`config.mk`:
```
export PLATFORM = sky130hd
export DESIGN_NAME = rr_arbiter8_flat
export DESIGN_NICKNAME = d
export VERILOG_FILES = /design/src/rtl/arb_pkg.sv /design/src/rtl/rr_arbiter8_if.sv /design/src/rtl/rr_arbiter8_prio_enc.sv /design/src/rtl/rr_arbiter8.sv /design/src/flat_wrapper.sv
export SDC_FILE = /design/constraint.sdc
export NUM_CORES = 1
export LEC_CHECK = 0
export CAP_MARGIN = 20
export CORE_UTILIZATION = 54
export CTS_BUF_LIST = sky130_fd_sc_hd__clkbuf_8
export DETAILED_ROUTE_END_ITERATION = 10
export PLACE_DENSITY = 0.82
export SYNTH_ARGS = -nofsm -noshare
export SYNTH_HDL_FRONTEND = slang
export SYNTH_SLANG_ARGS = --single-unit
```
`constraint.sdc`:
```
create_clock -name clk -period 3.3 [get_ports clk]
set_input_delay 0.495 -clock clk [delete_from_list [all_inputs] [get_ports clk]]
set_output_delay 0.495 -clock clk [all_outputs]
set_load 0.01 [all_outputs]
```
`src/rtl/arb_pkg.sv`:
```
// Shared types and sizes for the 8-way round-robin arbiter.
package arb_pkg;
  localparam int N_REQ = 8;
  localparam int ID_W  = 3;

  typedef enum logic {
    ST_IDLE = 1'b0,
    ST_BUSY = 1'b1
  } state_t;
endpackage

```
`src/rtl/rr_arbiter8_if.sv`:
```
// Request/grant bundle between requesters (master) and the arbiter (slave).
interface rr_arbiter8_if import arb_pkg::*; ();
  logic [N_REQ-1:0] req;
  logic             done;
  logic [N_REQ-1:0] gnt;
  logic [ID_W-1:0]  gnt_id;
  logic             gnt_vld;
  logic             timeout;

  modport master (output req, done, input gnt, gnt_id, gnt_vld, timeout);
  modport slave  (input req, done, output gnt, gnt_id, gnt_vld, timeout);
endinterface

```
`src/rtl/rr_arbiter8_prio_enc.sv`:
```
// Rotating first-set-bit encoder: lowest set bit of req scanning from ptr upward, mod 8.
module rr_prio_enc8 (
  input  logic [7:0] req,
  input  logic [2:0] ptr,
  output logic [2:0] sel,
  output logic       any
);
  logic [14:0] dbl;
  logic [7:0]  rot;
  logic [2:0]  idx;

  // Doubling the vector turns the rotate-right into a plain indexed slice.
  assign dbl = {req[6:0], req};
  assign rot = dbl[ptr +: 8];
  assign any = |req;

  always_comb begin
    idx = '0;
    for (int unsigned i = 8; i > 0; i--) begin
      if (rot[i-1]) idx = 3'(i - 1);
    end
  end

  assign sel = idx + ptr;
endmodule

```
`src/rtl/rr_arbiter8.sv`:
```
// 8-way round-robin arbiter holding each grant until done or withdraw.
// Optional forced release after MAX_HOLD busy cycles when ARB_TIMEOUT_EN is defined.
module rr_arbiter8 import arb_pkg::*; #(
  parameter int MAX_HOLD = 16
) (
  input logic          clk,
  input logic          rst,
  rr_arbiter8_if.slave bus
);
  if (MAX_HOLD < 2 || MAX_HOLD > 255) begin : g_bad_max_hold
    $error("rr_arbiter8: MAX_HOLD out of range 2..255");
  end

  state_t           state;
  logic [ID_W-1:0]  ptr;
  logic [N_REQ-1:0] gnt_q;
  logic [ID_W-1:0]  gnt_id_q;
  logic             gnt_vld_q;
  logic             timeout_q;
  logic [ID_W-1:0]  sel;
  logic             any;
  logic             release_c;

  rr_prio_enc8 u_enc (
    .req (bus.req),
    .ptr (ptr),
    .sel (sel),
    .any (any)
  );

  assign release_c = bus.done | ~bus.req[gnt_id_q];

`ifdef ARB_TIMEOUT_EN
  localparam logic [7:0] HOLD_LAST = 8'(MAX_HOLD - 1);
  logic [7:0] hold_cnt;
`endif

  always_ff @(posedge clk) begin
    if (rst) begin
      state     <= ST_IDLE;
      ptr       <= '0;
      gnt_q     <= '0;
      gnt_id_q  <= '0;
      gnt_vld_q <= 1'b0;
      timeout_q <= 1'b0;
`ifdef ARB_TIMEOUT_EN
      hold_cnt  <= '0;
`endif
    end else begin
      case (state)
        ST_IDLE: begin
          timeout_q <= 1'b0;
          if (any) begin
            gnt_q     <= N_REQ'(1) << sel;
            gnt_id_q  <= sel;
            gnt_vld_q <= 1'b1;
            state     <= ST_BUSY;
`ifdef ARB_TIMEOUT_EN
            hold_cnt  <= '0;
`endif
          end
        end
        ST_BUSY: begin
`ifdef ARB_TIMEOUT_EN
          // A normal release wins over the forced one, so timeout only fires without it.
          if (release_c || hold_cnt == HOLD_LAST) begin
            timeout_q <= ~release_c;
`else
          if (release_c) begin
`endif
            gnt_q     <= '0;
            gnt_id_q  <= '0;
            gnt_vld_q <= 1'b0;
            ptr       <= gnt_id_q + 1'b1;
            state     <= ST_IDLE;
          end
`ifdef ARB_TIMEOUT_EN
          else begin
            hold_cnt <= hold_cnt + 1'b1;
          end
`endif
        end
        default: state <= ST_IDLE;
      endcase
    end
  end

  assign bus.gnt     = gnt_q;
  assign bus.gnt_id  = gnt_id_q;
  assign bus.gnt_vld = gnt_vld_q;
`ifdef ARB_TIMEOUT_EN
  assign bus.timeout = timeout_q;
`else
  assign bus.timeout = 1'b0;
  logic unused_timeout;
  assign unused_timeout = timeout_q;
`endif
endmodule

```
`src/flat_wrapper.sv`:
```
// flat-port wrapper written by rule: the top's interface ports become plain ports
module rr_arbiter8_flat import arb_pkg::*;
#(
  parameter int MAX_HOLD = 16
)
  (clk, rst, bus_req, bus_done, bus_gnt, bus_gnt_id, bus_gnt_vld, bus_timeout);
  rr_arbiter8_if bus_i ();
  input logic clk;
  input logic rst;
  input wire logic [$bits(bus_i.req)-1:0] bus_req;
  input wire logic [$bits(bus_i.done)-1:0] bus_done;
  output wire logic [$bits(bus_i.gnt)-1:0] bus_gnt;
  output wire logic [$bits(bus_i.gnt_id)-1:0] bus_gnt_id;
  output wire logic [$bits(bus_i.gnt_vld)-1:0] bus_gnt_vld;
  output wire logic [$bits(bus_i.timeout)-1:0] bus_timeout;
  assign bus_i.req = bus_req;
  assign bus_i.done = bus_done;
  assign bus_gnt = bus_i.gnt;
  assign bus_gnt_id = bus_i.gnt_id;
  assign bus_gnt_vld = bus_i.gnt_vld;
  assign bus_timeout = bus_i.timeout;
  rr_arbiter8 #(.MAX_HOLD(MAX_HOLD)) u_core (.clk(clk), .rst(rst), .bus(bus_i));
endmodule
```
==> run_results.csv <==
group,metric,value,unit
routing,viasPerCell,6.490,
setup_path,critPathMaxStageDelay,0.55,ns
global_route,busiest_layer,"met2",
floorplan,start_util,57.70,%
sta,fmax,0.3089,GHz
logic_synthesis,syn_nets,139,
sta,report.final.slew_viol_count,0,
floorplan,core_area,2233,um^2
global_route,grtUsageMet1,41.67,%
routing,via_count,1311,
cells_and_area,utilization,83.70,%
sta,max_slew.worst_pin.slew,1.064,ns
setup_path,cp_slowest_cell,"mux4_2",
routing,final_antenna_net_count,0,
global_route,grt.overflow.total,0,
routing,first_pass_iters,4,
sta,rsz0062_at_grt,"true",
setup_path,crit_chain,"dlygate4sd2_1 > mux4_2 > nor3b_2 > a221oi_2 > nor2_1 > o221a_1 > ha_2 > inv_2 > fa_2 > xnor2_4 > nor3b_4 > mux2i_4 > o21ai_1",
setup_path,crit_family,"simple AND/OR/NAND/NOR gates",
cells_and_area,final_cell_mix,"27 x buf_4, 18 x mux4_2, 17 x nor2_1",
cells_and_area,final_common_cell,"buf_4",
power_and_ir_drop,leakagePower,0.7150,nW
global_route,antenna_found_initial,0,
logic_synthesis,yosysWarningCount,0,
run_status,status,"finished, final reports clean",
cells_and_area,num-fill-cells,111,
floorplan,ios,24,
logic_synthesis,yosys.area.top_type_share,31.46,%
floorplan,rows,17,
global_route,grt_pass1_vias,1396,
sta,period_minus_slack,3.238,ns
routing,drt_iter0_drc,45,
sta,timing.slew.headroom,28.89,%
clock_network,clkTransAtPathRegs,0.07,ns
logic_synthesis,netlist_top_cells_area,"mux4_2 31%, dfxtp_1 25%, nor2_1 5.0%",
placement,placed_cell_area,1705,um^2
floorplan,fp.dieW,50.85,um
global_route,use_met2,60.67,%
logic_synthesis,synth-seq-area-share,24.85,%
global_route,use_met3,7.738,%
routing,wl_per_cell,20.81,um
setup_path,worstPathRequired,3.49,ns
clock_network,clock_path_buffers,2,
floorplan,die_h,50.85,um
floorplan,dieArea,2586,um^2
clock_network,hold_buffers,0,
global_route,grt_util_all_layers,35.83,%
sta,setup_viol,0,
setup_path,setup.worst_path.end_class,"flop",
cells_and_area,syn_to_final_growth,45.05,%
setup_path,path_buf_inv,2,
global_route,grt_max_degree,11,
sta,tns,0,ns
logic_synthesis,synthesis.area,1289,um^2
placement,finalWeightedCongestion,0.9008,
clock_network,numClockSinks,16,
sta,finClkSkew,0.001428,ns
min_path,hold_path_class,"flop to flop",
cells_and_area,fin_area,1869,um^2
power_and_ir_drop,powerDensity,496.8,nW/um^2
sta,finalHoldViolCount,0,
routing,wl,4204,um
clock_network,cts_tree,"built",
logic_synthesis,ys_ff_latch,16,
logic_synthesis,syn_inst,125,
sta,hold_slack,0.4553,ns
cells_and_area,fin_nets,189,
logic_synthesis,synth_cell_types,36,
cells_and_area,n_antenna_cell,0,
clock_network,cts_max_level,1,
clock_network,worstSkewPairLatency,0.26,ns
global_route,grt_pass1_wl,6713,um
job,drv_cap,0,
setup_path,cp.arrival,3.43,ns
setup_path,cp-start-kind,"primary input",
logic_synthesis,avgSynthCellArea,10.31,um^2
clock_network,cts_inserted_buffers,3,
power_and_ir_drop,ir_drop,515.3,uV
sta,post-route-period-util,98.11,%
placement,hpwlAfterDp,2691,um
routing,drc,0,
cells_and_area,drive_gt1_share,45.40,%
logic_synthesis,synth_top_area_cell,"mux4_2",
clock_network,root_buffer,"clkbuf_8",
setup_path,path_max_fanout,6,
placement,numPortBuffers,22,
setup_path,critPathKind,"primary input to flop",
-- per-stage QoR --
step	worst slack, ns	power [mW]	std cells
after global placement	-0.2903	0.6598	195
after detailed placement	-0.4634	0.6757	195
after global routing	-0.04755	0.9607	202
final	0.06227	0.9286	202
after floorplan	0.2389	0.5129	125
after CTS	0.002980	0.8768	200
-- worst paths after layout --
check                                        from                 to  slack [ns]  depth (start not counted)
worst max-delay path                   bus_req[3]  u_core.bus.gnt[4]        0.06                         13
worst min-delay path            u_core.bus.gnt[2]  u_core.bus.gnt[2]        0.46                          2
worst max register to register      u_core.ptr[0]  u_core.bus.gnt[4]        0.08                         12
worst min register to register  u_core.bus.gnt[2]  u_core.bus.gnt[2]        0.46                          2
-- cells in the mapped netlist (all sizes together) --
cell type and instances:
clkbuf 1, a21oi 2, a31oi 2, a21o 1, nand3 2, nor3b 3
xnor2 1, ha 2, nand4b 1, dfxtp 16, nand3b 1, mux2 2
nor3 1, o21ai 9, mux2i 6, buf 4, a211oi 4, nor2 17
o21bai 1, conb 1, nand2 12, a221oi 1, nor4 1, or2 1
inv 3, fa 1, nor2b 2, mux4 18, o21a 3, nand2b 4
xor2 1, o221a 1
-- routing by layer --
layer / vias up / routed length, um
met2: 84 / 2208
li1: 575 / -
met3: 20 / 307
met5: - / 0
met1: 632 / 1528
met4: 0 / 159
-- power by group --
part           internal (mW)  switching, mW  total, mW
logic                  0.260          0.222      0.482
registers              0.225         0.0397      0.264
clock network          0.106         0.0762      0.182
-- worst register-to-register path: cells and delay by family (launching register included) --
kind / cells / cell delay (ns)
buffers and inverters: 1 / 0.04
xor gates and xnor gates: 1 / 0.20
AOI/OAI and AO/OA: 5 / 0.96
DFF: 1 / 0.40
muxes: 2 / 0.68
and+or+nand+nor: 1 / 0.31
adders and majority gates: 2 / 0.57
-- state kept, by name, indices dropped and copies added (netlist names) --
signal,cells
u_core.ptr,3
u_core.bus.gnt,8
u_core.bus.gnt_vld,1
u_core.state,1
u_core.bus.gnt_id,3
-- cells by family (layout without fill, tap and decap cells) --
family                     count (synthesis)  after routing  synth area share, %
and+or+nand+nor                           45             45                16.50
muxes                                     26             26                37.86
AOI/OAI and AO/OA                         24             24                12.72
DFF                                       16             16                24.85
buffers and inverters                      8             57                2.912
adders and majority gates                  3              3                3.495
xor gates and xnor gates                   2              2                1.359
other                                      1              1               0.2910
-- final cells by class --
class / count / area [um^2] / area share [%]
flip-flops and latches: 16 / 326.6 / 17.47
clock buffers: 4 / 55.05 / 2.945
well taps: 28 / 35.03 / 1.874
inverters: 3 / 11.26 / 0.6024
multi-input cells: 101 / 1031 / 55.15
repair buffers: 50 / 410.4 / 21.95
-- what timing repair did --
action / 4_1_cts / 5_1_grt
hold endpoints to repair: 0 / 0
resized for setup: 17 / 26
pin swaps: 5 / 13
buffers inserted: 2 / 2
endpoints found under the setup margin: 9 / 10
Note: power is estimated with default switching activity, not from simulation.
